<file path="config.mk">
export PLATFORM = sky130hd
export DESIGN_NAME = dcache_store_buffer
export DESIGN_NICKNAME = d
export VERILOG_FILES = /design/src/rtl/dcache_store_buffer_pkg.sv /design/src/rtl/dcache_store_buffer_conflict.sv /design/src/rtl/dcache_store_buffer.sv
export SDC_FILE = /design/constraint.sdc
export NUM_CORES = 1
export LEC_CHECK = 0
export ABC_AREA = 0
export CORE_MARGIN = 4
export CORE_UTILIZATION = 35
export DETAILED_ROUTE_END_ITERATION = 16
export GPL_ROUTABILITY_DRIVEN = 0
export PLACE_DENSITY = 0.64
export SLEW_MARGIN = 20
export SYNTH_ARGS = -nofsm -noshare
export SYNTH_HDL_FRONTEND = slang
export SYNTH_SLANG_ARGS = --single-unit
</file>
<file path="constraint.sdc">
create_clock -name clk -period 4.3 [get_ports clk]
set_input_delay 1.075 -clock clk [delete_from_list [all_inputs] [get_ports clk]]
set_output_delay 1.075 -clock clk [all_outputs]
set_load 0.01 [all_outputs]
</file>
<file path="src/rtl/dcache_store_buffer_pkg.sv">
// Shared constants for the data-cache store buffer.
// Holds the default depth, the store-size encoding and where block numbers start in an address.
package dcache_store_buffer_pkg;
  localparam int   SB_DEPTH = 4;
  localparam logic SZ_4B    = 1'b0;
  localparam logic SZ_8B    = 1'b1;
  localparam int   BLK_LSB  = 3;
endpackage

</file>
<file path="src/rtl/dcache_store_buffer_conflict.sv">
// Conservative overlap test between one load block and one buffered store block.
// Adjacent blocks count as overlapping, so accesses that cross a block boundary are covered.
module sb_block_conflict #(
  parameter int BW = 29
) (
  input  logic [BW-1:0] ld_blk,
  input  logic [BW-1:0] st_blk,
  output logic          conflict
);
  logic [BW-1:0] ld_nxt;
  logic [BW-1:0] st_nxt;

  // Incrementing at BW bits wraps the top block around to block 0.
  assign ld_nxt   = ld_blk + BW'(1);
  assign st_nxt   = st_blk + BW'(1);
  assign conflict = (ld_blk == st_blk) | (ld_nxt == st_blk) | (st_nxt == ld_blk);
endmodule

</file>
<file path="src/rtl/dcache_store_buffer.sv">
// In-order buffer of committed stores that drains to the data cache one store at a time.
// Loads pass straight through unless they might overlap a buffered store, or a drain is pending.
module dcache_store_buffer
  import dcache_store_buffer_pkg::*;
#(
  parameter int DEPTH  = SB_DEPTH,
  parameter int ADDR_W = 32,
  parameter int DATA_W = 64
) (
  input  logic                     clk,
  input  logic                     reset,
  input  logic                     st_valid,
  output logic                     st_ready,
  input  logic [ADDR_W-1:0]        st_addr,
  input  logic [DATA_W-1:0]        st_data,
  input  logic                     st_size,
  input  logic                     ld_valid,
  output logic                     ld_ready,
  input  logic [ADDR_W-1:0]        ld_addr,
  output logic                     wr_req_valid,
  input  logic                     wr_req_ready,
  output logic [ADDR_W-1:0]        wr_req_address,
  output logic [DATA_W-1:0]        wr_req_data,
  output logic                     wr_size_out,
  output logic                     rd_req_valid,
  input  logic                     rd_req_ready,
  output logic [ADDR_W-1:0]        rd_req_address,
  input  logic                     drain_req,
  output logic                     sb_empty,
  output logic [$clog2(DEPTH):0]   sb_count
);
  localparam int PW = $clog2(DEPTH);
  localparam int CW = PW + 1;
  localparam int BW = ADDR_W - BLK_LSB;

  logic [ADDR_W-1:0] addr_q [DEPTH];
  logic [DATA_W-1:0] data_q [DEPTH];
  logic              size_q [DEPTH];
  logic [DEPTH-1:0]  valid_q;
  logic [PW-1:0]     head_q;
  logic [PW-1:0]     tail_q;
  logic [CW-1:0]     count_q;

  logic              push;
  logic              pop;
  logic [DEPTH-1:0]  conflict;
  logic              hazard;
  logic              block_ld;

  assign st_ready       = (count_q != CW'(DEPTH));
  assign wr_req_valid   = (count_q != '0);
  assign push           = st_valid & st_ready;
  assign pop            = wr_req_valid & wr_req_ready;
  assign wr_req_address = addr_q[head_q];
  assign wr_req_data    = data_q[head_q];
  assign wr_size_out    = size_q[head_q];
  assign sb_empty       = (count_q == '0);
  assign sb_count       = count_q;

  // Entry payload needs no reset; valid bits and pointers define what is live.
  always_ff @(posedge clk) begin
    if (push) begin
      addr_q[tail_q] <= st_addr;
      data_q[tail_q] <= st_data;
      size_q[tail_q] <= st_size;
    end
  end

  always_ff @(posedge clk or posedge reset) begin
    if (reset) begin
      head_q  <= '0;
      tail_q  <= '0;
      count_q <= '0;
      valid_q <= '0;
    end else begin
      if (push) begin
        tail_q          <= tail_q + PW'(1);
        valid_q[tail_q] <= 1'b1;
      end
      if (pop) begin
        head_q          <= head_q + PW'(1);
        valid_q[head_q] <= 1'b0;
      end
      if (push && !pop) begin
        count_q <= count_q + CW'(1);
      end else if (pop && !push) begin
        count_q <= count_q - CW'(1);
      end
    end
  end

  for (genvar i = 0; i < DEPTH; i++) begin : g_conf
    sb_block_conflict #(.BW(BW)) u_conf (
      .ld_blk   (ld_addr[ADDR_W-1:BLK_LSB]),
      .st_blk   (addr_q[i][ADDR_W-1:BLK_LSB]),
      .conflict (conflict[i])
    );
  end

  // A popping entry is still valid this cycle; a same-cycle push is younger than the load.
  assign hazard         = |(valid_q & conflict);
  assign block_ld       = hazard | (drain_req & ~sb_empty);
  assign rd_req_valid   = ld_valid & ~block_ld & ~reset;
  assign ld_ready       = rd_req_ready & ~block_ld & ~reset;
  assign rd_req_address = ld_addr;
endmodule

</file>
== After elaboration in Yosys (flattened, before gate mapping) ==
Memories as Yosys holds them, arrays and structs flattened.
Index checks and enable logic that the tools add are counted.
Widths: inputs -> output; s select.
Word-level totals
  register bits after elaboration: 11
  bits in latches: 0
  RAM bits: 388
  ROM bits: 0
  input bits: 136
  output and inout port bits: 137
  logic and storage cells: 76
  memories: 3
Memories
  data_q: depth 4, bits a word 64, rd ports 1, clocked after Yosys merged registers in 0, wr ports 1, line dcache_store_buffer.sv:37  | logic [DATA_W-1:0] data_q [DEPTH];
  addr_q: depth 4, bits a word 32, rd ports 5, clocked after Yosys merged registers in 0, wr ports 1, line dcache_store_buffer.sv:36  | logic [ADDR_W-1:0] addr_q [DEPTH];
  size_q: depth 4, bits a word 1, rd ports 1, clocked after Yosys merged registers in 0, wr ports 1, line dcache_store_buffer.sv:38  | logic size_q [DEPTH];
Operators by class
  add/subtract/negate cells: 9
  multipliers: 0
  divide/modulo/power cells: 0
  order comparisons: 4
  equality and inequality tests: 13
  shifts and indexed selects: 0
  mux-type cells: 10
  bitwise operators: 23
  reductions and logical operators: 10
Operator list (count)
  $eq 29x29->1: 12
  $add 29x1->29 const B: 5
  $or 1x1->1: 9
  $and 4x4->4: 2
  $mux 4: 2
  $and 1x1->1: 7
  $lt 2x3->1 const B: 2
  $mux 3: 2
  $add 2x1->2 const B: 2
  $demux 1 s2: 2
  $ge 2x1->1 const B: 2
  $logic_and 1x1->1: 4
  $mux 1: 4
  $not 4->4: 1
  $or 4x4->4: 1
  $reduce_or 4->1: 1
  $add 3x1->3 const B: 1
  $logic_not 3->1: 1
  $ne 3x3->1 const B: 1
  $not 1->1: 3
  $reduce_bool 3->1: 1
  $sub 3x1->3 const B: 1
  $logic_not 1->1: 2
  $reduce_bool 2->1: 1

== Logic depth before layout (Yosys ltp) ==
Gate-level depths: netlist of run 1.
  depth in word-level cells: 10
  gate-level depth with buffers: 12
  depth with buffers taken out: 10

== By module ==
A second synthesis of run 1 with hierarchy kept.
Unflattened totals
  cell total of the unflattened synthesis: 1934
  area, all modules: 23239.8 µm²
Modules (own cells, without submodules)
  dcache_store_buffer: times used 1, cells each 598, area each 14871.8 µm², sequential area each 11926.4 µm²
  sb_block_conflict: times used 4, cells each 334, area each 2092.0 µm², sequential area each 0.0 µm²

== Worst setup path before layout of run 1 ==
OpenSTA, ideal clock, no wires.
  kind: input -> output
  start: in ld_addr[3]
  end: out ld_ready
  arrival: 3.450 ns
  data required time: 3.225 ns
  path slack: -0.225 ns
  stages on the path: 12
  buffers on the path: 2
  path through: ha_1 -> inv_1 -> or4_1 -> buf_4 -> or2_1 -> buf_6 -> xnor2_1 -> o2111ai_1 -> a2111oi_2 -> nand4_1 -> and4_1 -> and4b_1
On the way
  cells in the longest elaborated chain, start to end: 10
  elaborated cells on any way between the ends: 27
  classes of those cells: 1 x add/sub; 12 x eq/ne; 13 x bitwise; 1 x reduce/logical
RTL lines
  start: declaration: line dcache_store_buffer.sv:19  | input logic [ADDR_W-1:0] ld_addr,
  $add 29x1->29: line dcache_store_buffer_conflict.sv:14  | assign ld_nxt = ld_blk + BW'(1);
  $eq 29x29->1: line dcache_store_buffer_conflict.sv:16  | assign conflict = (ld_blk == st_blk) | (ld_nxt == st_blk) | (st_nxt == ld_blk);
  $or 1x1->1 (2 in a row): line dcache_store_buffer_conflict.sv:16
  $and 4x4->4 (*): line dcache_store_buffer.sv:101  | assign hazard = |(valid_q & conflict);
  $reduce_or 4->1 (*): line dcache_store_buffer.sv:101
  $or 1x1->1 (*): line dcache_store_buffer.sv:102  | assign block_ld = hazard | (drain_req & ~sb_empty);
  $not 1->1 (*): line dcache_store_buffer.sv:104  | assign ld_ready = rd_req_ready & ~block_ld & ~reset;
  $and 1x1->1 (*) (2 in a row): line dcache_store_buffer.sv:104
  end: declaration: line dcache_store_buffer.sv:18  | output logic ld_ready,
Mark *: on every way between the ends. The rest lies on a longest branch, timed or not.

== Worst setup path after layout of run 1 ==
  start: in ld_addr[20]
  end: out rd_req_valid
On the way
  cells in the longest elaborated chain, start to end: 10
  elaborated cells on any way between the ends: 27
  classes of those cells: 1 x add/sub; 12 x eq/ne; 13 x bitwise; 1 x reduce/logical
RTL lines
  $add 29x1->29: line dcache_store_buffer_conflict.sv:14
  $eq 29x29->1: line dcache_store_buffer_conflict.sv:16
  $or 1x1->1 (2 in a row): line dcache_store_buffer_conflict.sv:16
  $and 4x4->4 (*): line dcache_store_buffer.sv:101
  $reduce_or 4->1 (*): line dcache_store_buffer.sv:101
  $or 1x1->1 (*): line dcache_store_buffer.sv:102
  $not 1->1 (*): line dcache_store_buffer.sv:103  | assign rd_req_valid = ld_valid & ~block_ld & ~reset;
  $and 1x1->1 (*) (2 in a row): line dcache_store_buffer.sv:103
  end: declaration: line dcache_store_buffer.sv:25  | output logic rd_req_valid,
Marked as above.

==> results.json, run 1 <==
{
  "start_util_pct": 35.3,
  "slew_viol_final": 0,
  "drc_errors": 0,
  "syn_inst": 1597,
  "max_clock_freq_ghz": 0.207,
  "synth_area_mm2": 0.0213,
  "path_max_fanout": 4,
  "max_cap_violations": 0,
  "ys_warn_count": 0,
  "violations": "setup timing",
  "holdCritPathClass": "reg -> reg",
  "nets": 2404,
  "final-hold-violation-count": 0,
  "die-area_mm2": 0.0650,
  "path_class": "in -> out",
  "p_leak_nw": 10.6,
  "drtPass1Iterations": 5,
  "grt_pass1_wl_um": 109000,
  "cpMaxStageDelayCell": "nor4_2",
  "clk_pin_slew_ns": 0.06,
  "synth_area_leaders": "edfxtp_1 (55%), mux4_2 (10%), xnor2_1 (5.9%), xor2_1 (4.1%), nand2_1 (1.8%)",
  "drive_above_1_share_pct": 33.0,
  "cp.depth": 15,
  "vdd_drop_max_uv": 431,
  "syn_area_per_cell_um2": 13.4,
  "gr-total-overflow": 0,
  "antenna_found_initial": 8,
  "fin_skew_ns": 0.0137,
  "p_per_area_mw_per_mm2": 529,
  "top_level_ports": 273,
  "clock-sinks": 399,
  "ys_ff_latch": 399,
  "synth_top_area_cell": "edfxtp_1",
  "htree_levels": 2,
  "finalCriticalPeriod_ns": 4.84,
  "setup_viol": 2,
  "cts_root_buf": "clkbuf_16",
  "synth-seq-area-share_pct": 55.9,
  "clk_latency_ns": 0.52,
  "power_mw": 15.9,
  "numPortBuffers": 266,
  "crit_buf_inv": 6,
  "grt_pass1_vias": 17200,
  "synth.distinct_cells": 79,
  "holdPathStages": 2,
  "tightest_slew_ns": 0.723,
  "wl_per_cell_um": 24.5,
  "synth_edf_count": 388,
  "cts_tree": "done",
  "grt_max_degree": 56,
  "clockBufferDepth": 3,
  "status": "finished, violations left",
  "antenna_left": 0,
  "placedCellCount": 2955,
  "fin_area_mm2": 0.0301,
  "dpl.hpwl_um": 57900,
  "numCtsBuffers": 39,
  "stdcell_count": 3065,
  "rsz0062_at_grt": "yes",
  "via_per_inst": 5.57,
  "groute.usage.overall_pct": 22.5,
  "critPathTopFamily": "buffers and inverters",
  "num_rows": 90,
  "ys.flop_type": "edfxtp_1",
  "crit_arrival_ns": 3.77,
  "crit_top_cell": "buf_4",
  "worstPathRequired_ns": 3.22,
  "syn2layout_area_growth_pct": 41.2,
  "endpoint_kind": "output pin",
  "synthesis.nets": 1748,
  "synth_async_sr_flop_share_pct": 2.76,
  "slowest_delay_ns": 0.36,
  "synth_top_cell_area_share_pct": 54.6,
  "vias": 17100,
  "fin_crit_sh_pct": 113,
  "placed_area_mm2": 0.0278,
  "worstSetupStartpointType": "input pin",
  "crit_chain": "dlygate4sd2_1 -> buf_12 -> buf_4 -> xor2_2 -> buf_4 -> o21ai_1 -> nand3_1 -> a2111oi_4 -> buf_4 -> nand4bb_1 -> nor4_2 -> a211oi_2 -> and4_4 -> and4b_1 -> buf_2",
  "r2r_cells": 10,
  "maxSlewHeadroom_pct": 51.8,
  "drt_first_iter_violations": 1934,
  "core_mm2": 0.0604,
  "ctsHoldBuffers": 0,
  "drt-total-wl_um": 75200,
  "fin_ws_ns": -0.542,
  "die_w_um": 255,
  "dieHeight_um": 255,
  "post-place-ws_ns": -1.31
}
==> final timing paths <==
path	slack, ns	endpoint	from
worst max-delay path	-0.54	rd_req_valid	ld_addr[20]
worst min-delay path	0.59	sb_count[0]	sb_count[0]
worst max register to register	1.79	sb_count[2]	sb_count[0]
worst min register to register	0.59	sb_count[0]	sb_count[0]
max in group asynchronous	3.19	head_q[1]	reset
min in group asynchronous	0.93	sb_count[1]	reset
==> power breakdown <==
group,internal (mW),switching [mW]
combinational,3.45,3.35
clock,2.16,1.37
sequential,5.14,0.476
==> metal layers <==
layer  part of all wire (%)  vias up  wire length (µm)  global-route usage (%)
met2                     47      966             35000                    36.4
met3                     11      213              7990                    5.96
met1                     38     8387             28400                    28.8
met4                    5.0       10              3760                    9.65
met5                  0.089        -                67                       0
li1                       -     7489                 -                       -
==> area by class of cell <==
| class | count | area [µm²] |
|---|---|---|
| Fill cell | 5254 | 30200 |
| Sequential cell | 399 | 11900 |
| Multi-Input combinational cell | 1056 | 9390 |
| Antenna cell | 3 | 7.51 |
| Timing Repair Buffer | 729 | 6380 |
| Clock buffer | 45 | 1010 |
| Inverter | 28 | 105 |
| Tap cell | 782 | 978 |
| Clock inverter | 23 | 319 |
==> tightest hold or removal path: stages, from the launching register on <==
cell and delay (ns):
dfrtp_1 0.35, buf_4 0.14, xnor2_1 0.07
==> Yosys cell counts, types with 13 or more instances <==
master,number
xnor2_1,144
mux4_2,97
inv_1,28
buf_1,15
a31oi_1,16
nor3_1,37
o21ai_0,39
nor2_1,71
nor3b_1,14
buf_4,40
nand4_1,58
clkbuf_1,43
and2_1,13
buf_2,15
edfxtp_1,388
ha_1,14
nand2_1,100
a21oi_1,38
nand3_1,56
xor2_1,101
and3_1,23
and4_1,16
nor4_1,39
==> through the flow <==
step | hold WS (ns) | utilization, % | TNS [ns]
after global routing | 0.623 | 49.9 | -1.38
after global placement | 0.545 | 46.1 | -2.58
after detailed placement | 0.581 | 46.1 | -2.61
after CTS | 0.600 | 49.5 | -0.891
after floorplan | 0.526 | - | -0.0284
final | 0.592 | 49.9 | -1.08
==> cells by family (layout without fill, tap and decap cells) <==
| group | after synthesis | count (layout) | synth area share (%) |
|---|---|---|---|
| compound gates | 181 | 181 | 5.69 |
| buf+inv | 142 | 825 | 3.33 |
| flops | 399 | 399 | 55.9 |
| other cells | 0 | 3 | 0 |
| fa+ha+maj | 15 | 15 | 0.915 |
| xor+xnor | 245 | 245 | 10.1 |
| mux | 112 | 112 | 11.0 |
| simple gates | 503 | 503 | 13.1 |
==> state kept, by name (all words and copies together) (netlist names) <==
name / flops
addr_q: 128
data_q: 256
head_q: 2
sb_count: 3
size_q: 4
tail_q: 2
valid_q: 4
==> cells in the final DEF, fill, tap and decap left out, drive strengths merged, types with 10 or more instances in the layout <==
master         count
and2              15
and4              17
nor2              71
mux4              97
nor3b             14
a21oi             38
buf              476
a211oi            10
and3              23
xor2             101
nor3              41
clkinv            14
inv               29
or3               10
nand3             56
o21ai             39
nand2            101
ha                14
nand2b            11
clkdlybuf4s50    243
xnor2            144
edfxtp           388
clkbuf            47
dfrtp             11
nand4             60
a31oi             16
nor4              43
==> what timing repair did <==
item	in CTS	in global routing
pin swaps	41	32
setup buffers	28	11
endpoints found under the setup margin	2	2
gates resized for setup	172	35
gates cloned	1	0
hold endpoints to repair	0	0
Note: power is estimated with default switching activity, not from simulation.
==> inputs of run 2 (changes only) <==
--- a/config.mk
+++ b/config.mk
@@ -10,6 +10,7 @@
 export CORE_UTILIZATION = 35
 export DETAILED_ROUTE_END_ITERATION = 16
 export GPL_ROUTABILITY_DRIVEN = 0
+export HOLD_SLACK_MARGIN = 0.06
 export PLACE_DENSITY = 0.64
 export SLEW_MARGIN = 20
 export SYNTH_ARGS = -nofsm -noshare
==> results of run 2 <==
No change in the layout: final DEF, timing and power equal those of run 1.
==> inputs of run 3 (changes only) <==
--- a/config.mk
+++ b/config.mk
@@ -6,12 +6,13 @@
 export NUM_CORES = 1
 export LEC_CHECK = 0
 export ABC_AREA = 0
+export CORE_ASPECT_RATIO = 1.5
 export CORE_MARGIN = 4
-export CORE_UTILIZATION = 35
+export CORE_UTILIZATION = 50
 export DETAILED_ROUTE_END_ITERATION = 16
 export GPL_ROUTABILITY_DRIVEN = 0
 export HOLD_SLACK_MARGIN = 0.06
-export PLACE_DENSITY = 0.64
+export PLACE_DENSITY = 0.83
 export SLEW_MARGIN = 20
 export SYNTH_ARGS = -nofsm -noshare
 export SYNTH_HDL_FRONTEND = slang
==> run 3 against run 2 <==
  * Clock power down 8.2%
  * Non-clock buffer count shrank 25
  * Sequential share of layout area is 0.75 points higher
  * Power shrank 1.8%
  * Critical path type unchanged
  * The run still ends with setup timing left
==> results.json, run 3 (synthesized netlist as in run 1, its figures left out) <==
{
  "slew_viol_final": 0,
  "path_class": "in -> out",
  "regMostFlops": "data_q",
  "maxSlewHeadroom_pct": 45.3,
  "violations": "setup timing",
  "pwr-share-comb_pct": 43.1,
  "holdCritPathClass": "reg -> reg",
  "worstSetupStartpointType": "input pin",
  "die_w_um": 177,
  "crit_top_cell": "buf_2",
  "power_frac_seq_pct": 36.2,
  "nets": 2375,
  "path_max_fanout": 5,
  "die-area_mm2": 0.0461,
  "drc_errors": 0,
  "fin_crit_sh_pct": 112,
  "numPortBuffers": 266,
  "grt_pass1_vias": 18100,
  "start_util_pct": 50.6,
  "drt-total-wl_um": 77300,
  "antenna_found_initial": 10,
  "drtPass1Iterations": 6,
  "utilization_pct": 70.2,
  "dpl.hpwl_um": 55200,
  "setup_tns_ns": -1.02,
  "p_clk_share_pct": 20.7,
  "cts_root_buf": "clkbuf_16",
  "layout_common_cells": "buf_4 (404), edfxtp_1 (388), clkdlybuf4s50_1 (235), xnor2_1 (122), mux4_2 (97)",
  "vias": 17700,
  "crit_arrival_ns": 3.74,
  "p_leak_nw": 10.5,
  "use_met3_pct": 8.43,
  "wl_per_cell_um": 27.4,
  "largest_register_ffs": 256,
  "use_met2_pct": 55.0,
  "clockBufferDepth": 3,
  "grt_busiest_layer": "met2",
  "hold_ws_ns": 0.606,
  "layout_commonest_cell": "buf_4",
  "slowest_delay_ns": 0.48,
  "clk_latency_ns": 0.52,
  "core_mm2": 0.0421,
  "max_clock_freq_ghz": 0.208,
  "cpMaxStageDelayCell": "nor2b_2",
  "p_int_mw": 10.4,
  "syn2layout_area_growth_pct": 38.6,
  "fin_ws_ns": -0.516,
  "reg_top3": "data_q x256, addr_q x128",
  "antenna_left": 0,
  "clock-sinks": 399,
  "worstPathRequired_ns": 3.22,
  "switching_share_pct": 33.4,
  "clk_pin_slew_ns": 0.06,
  "fin_skew_ns": 0.00770,
  "endpoint_kind": "output pin",
  "numCtsBuffers": 35,
  "p_per_area_mw_per_mm2": 530,
  "switchingPower_mw": 5.23,
  "finalCriticalPeriod_ns": 4.82,
  "dieHeight_um": 261,
  "status": "finished, violations left",
  "top_level_ports": 273,
  "htree_levels": 2,
  "grt_pass1_wl_um": 111000,
  "via_per_inst": 6.29,
  "drive_above_1_share_pct": 32.9,
  "num_rows": 92,
  "max_cap_violations": 0,
  "drt_first_iter_violations": 2081,
  "rsz0062_at_grt": "yes",
  "crit_chain": "buf_2 -> buf_6 -> buf_4 -> xnor2_2 -> nor2b_2 -> nand4_1 -> nor4_2 -> or4_4 -> a211oi_2 -> and4_1 -> and4b_1 -> buf_2",
  "setup_viol": 2,
  "use_met1_pct": 35.5,
  "groute.usage.overall_pct": 32.6,
  "grt_max_degree": 49,
  "final-hold-violation-count": 0,
  "gr-total-overflow": 0,
  "vdd_drop_max_uv": 524,
  "tightest_slew_ns": 0.814,
  "post-place-ws_ns": -1.37,
  "cts_tree": "done"
}
## run 3: final cells by class
cell class | instances | area (µm²)
Fill cell | 2701 | 12600
Sequential cell | 399 | 11900
Multi-Input combinational cell | 1056 | 9470
Timing Repair Buffer | 704 | 6150
Clock buffer | 46 | 970
Tap cell | 564 | 706
Clock inverter | 16 | 215
Inverter | 28 | 105
Antenna cell | 6 | 15.0
## run 3: metrics by stage
step | instances | power [mW] | instance area (µm²)
6_report | 2819 | 15.7 | 29600
4_1_cts | 2802 | 15.5 | 29100
3_3_place_gp | 2715 | 11.9 | 27300
5_1_grt | 2815 | 16.2 | 29600
3_5_place_dp | 2715 | 12.1 | 27300
2_1_floorplan | 1597 | 8.75 | 21400
## run 3: path summary, 6_finish.rpt
| path | startpoint | endpoint | slack, ns | cells after the start |
|---|---|---|---|---|
| min reg2reg | sb_count[0] | sb_count[0] | 0.61 | 2 |
| max reg2reg | sb_count[0] | sb_count[2] | 1.78 | 10 |
| min | sb_count[0] | sb_count[0] | 0.61 | 2 |
| max in group asynchronous | reset | head_q[0] | 3.15 | 3 |
| min in group asynchronous | reset | sb_count[1] | 0.97 | 3 |
| max | ld_addr[23] | ld_ready | -0.52 | 12 |
## run 3: what timing repair did
action,CTS,global route
gates resized for setup,181,94
setup buffers,25,12
hold buffers,0,0
endpoints found under the hold margin,0,0
pin swaps,55,60
setup endpoints to repair,2,2
## run 3: power groups by stage
stage | clock, mW | sequential [mW] | combinational (mW)
floorplan | 0 | 5.55 | 3.20
CTS | 3.31 | 5.66 | 6.54
global route | 3.47 | 5.73 | 7.05
detailed placement | 0 | 5.72 | 6.39
global placement | 0 | 5.65 | 6.30
finish | 3.24 | 5.67 | 6.75
## run 3: metal layers
layer	routed length [µm]	up-vias
met3	8330	458
met2	37800	1342
met4	7290	4
met5	25	-
met1	23900	8488
li1	-	7440
## run 3: worst max-delay path: cells and delay by family
kind                   cells  cell delay [ns]
buffers and inverters      4             0.54
AO/OA/AOI/OAI              1             0.04
AND/OR/NAND/NOR            6             1.81
XOR/XNOR                   1             0.27
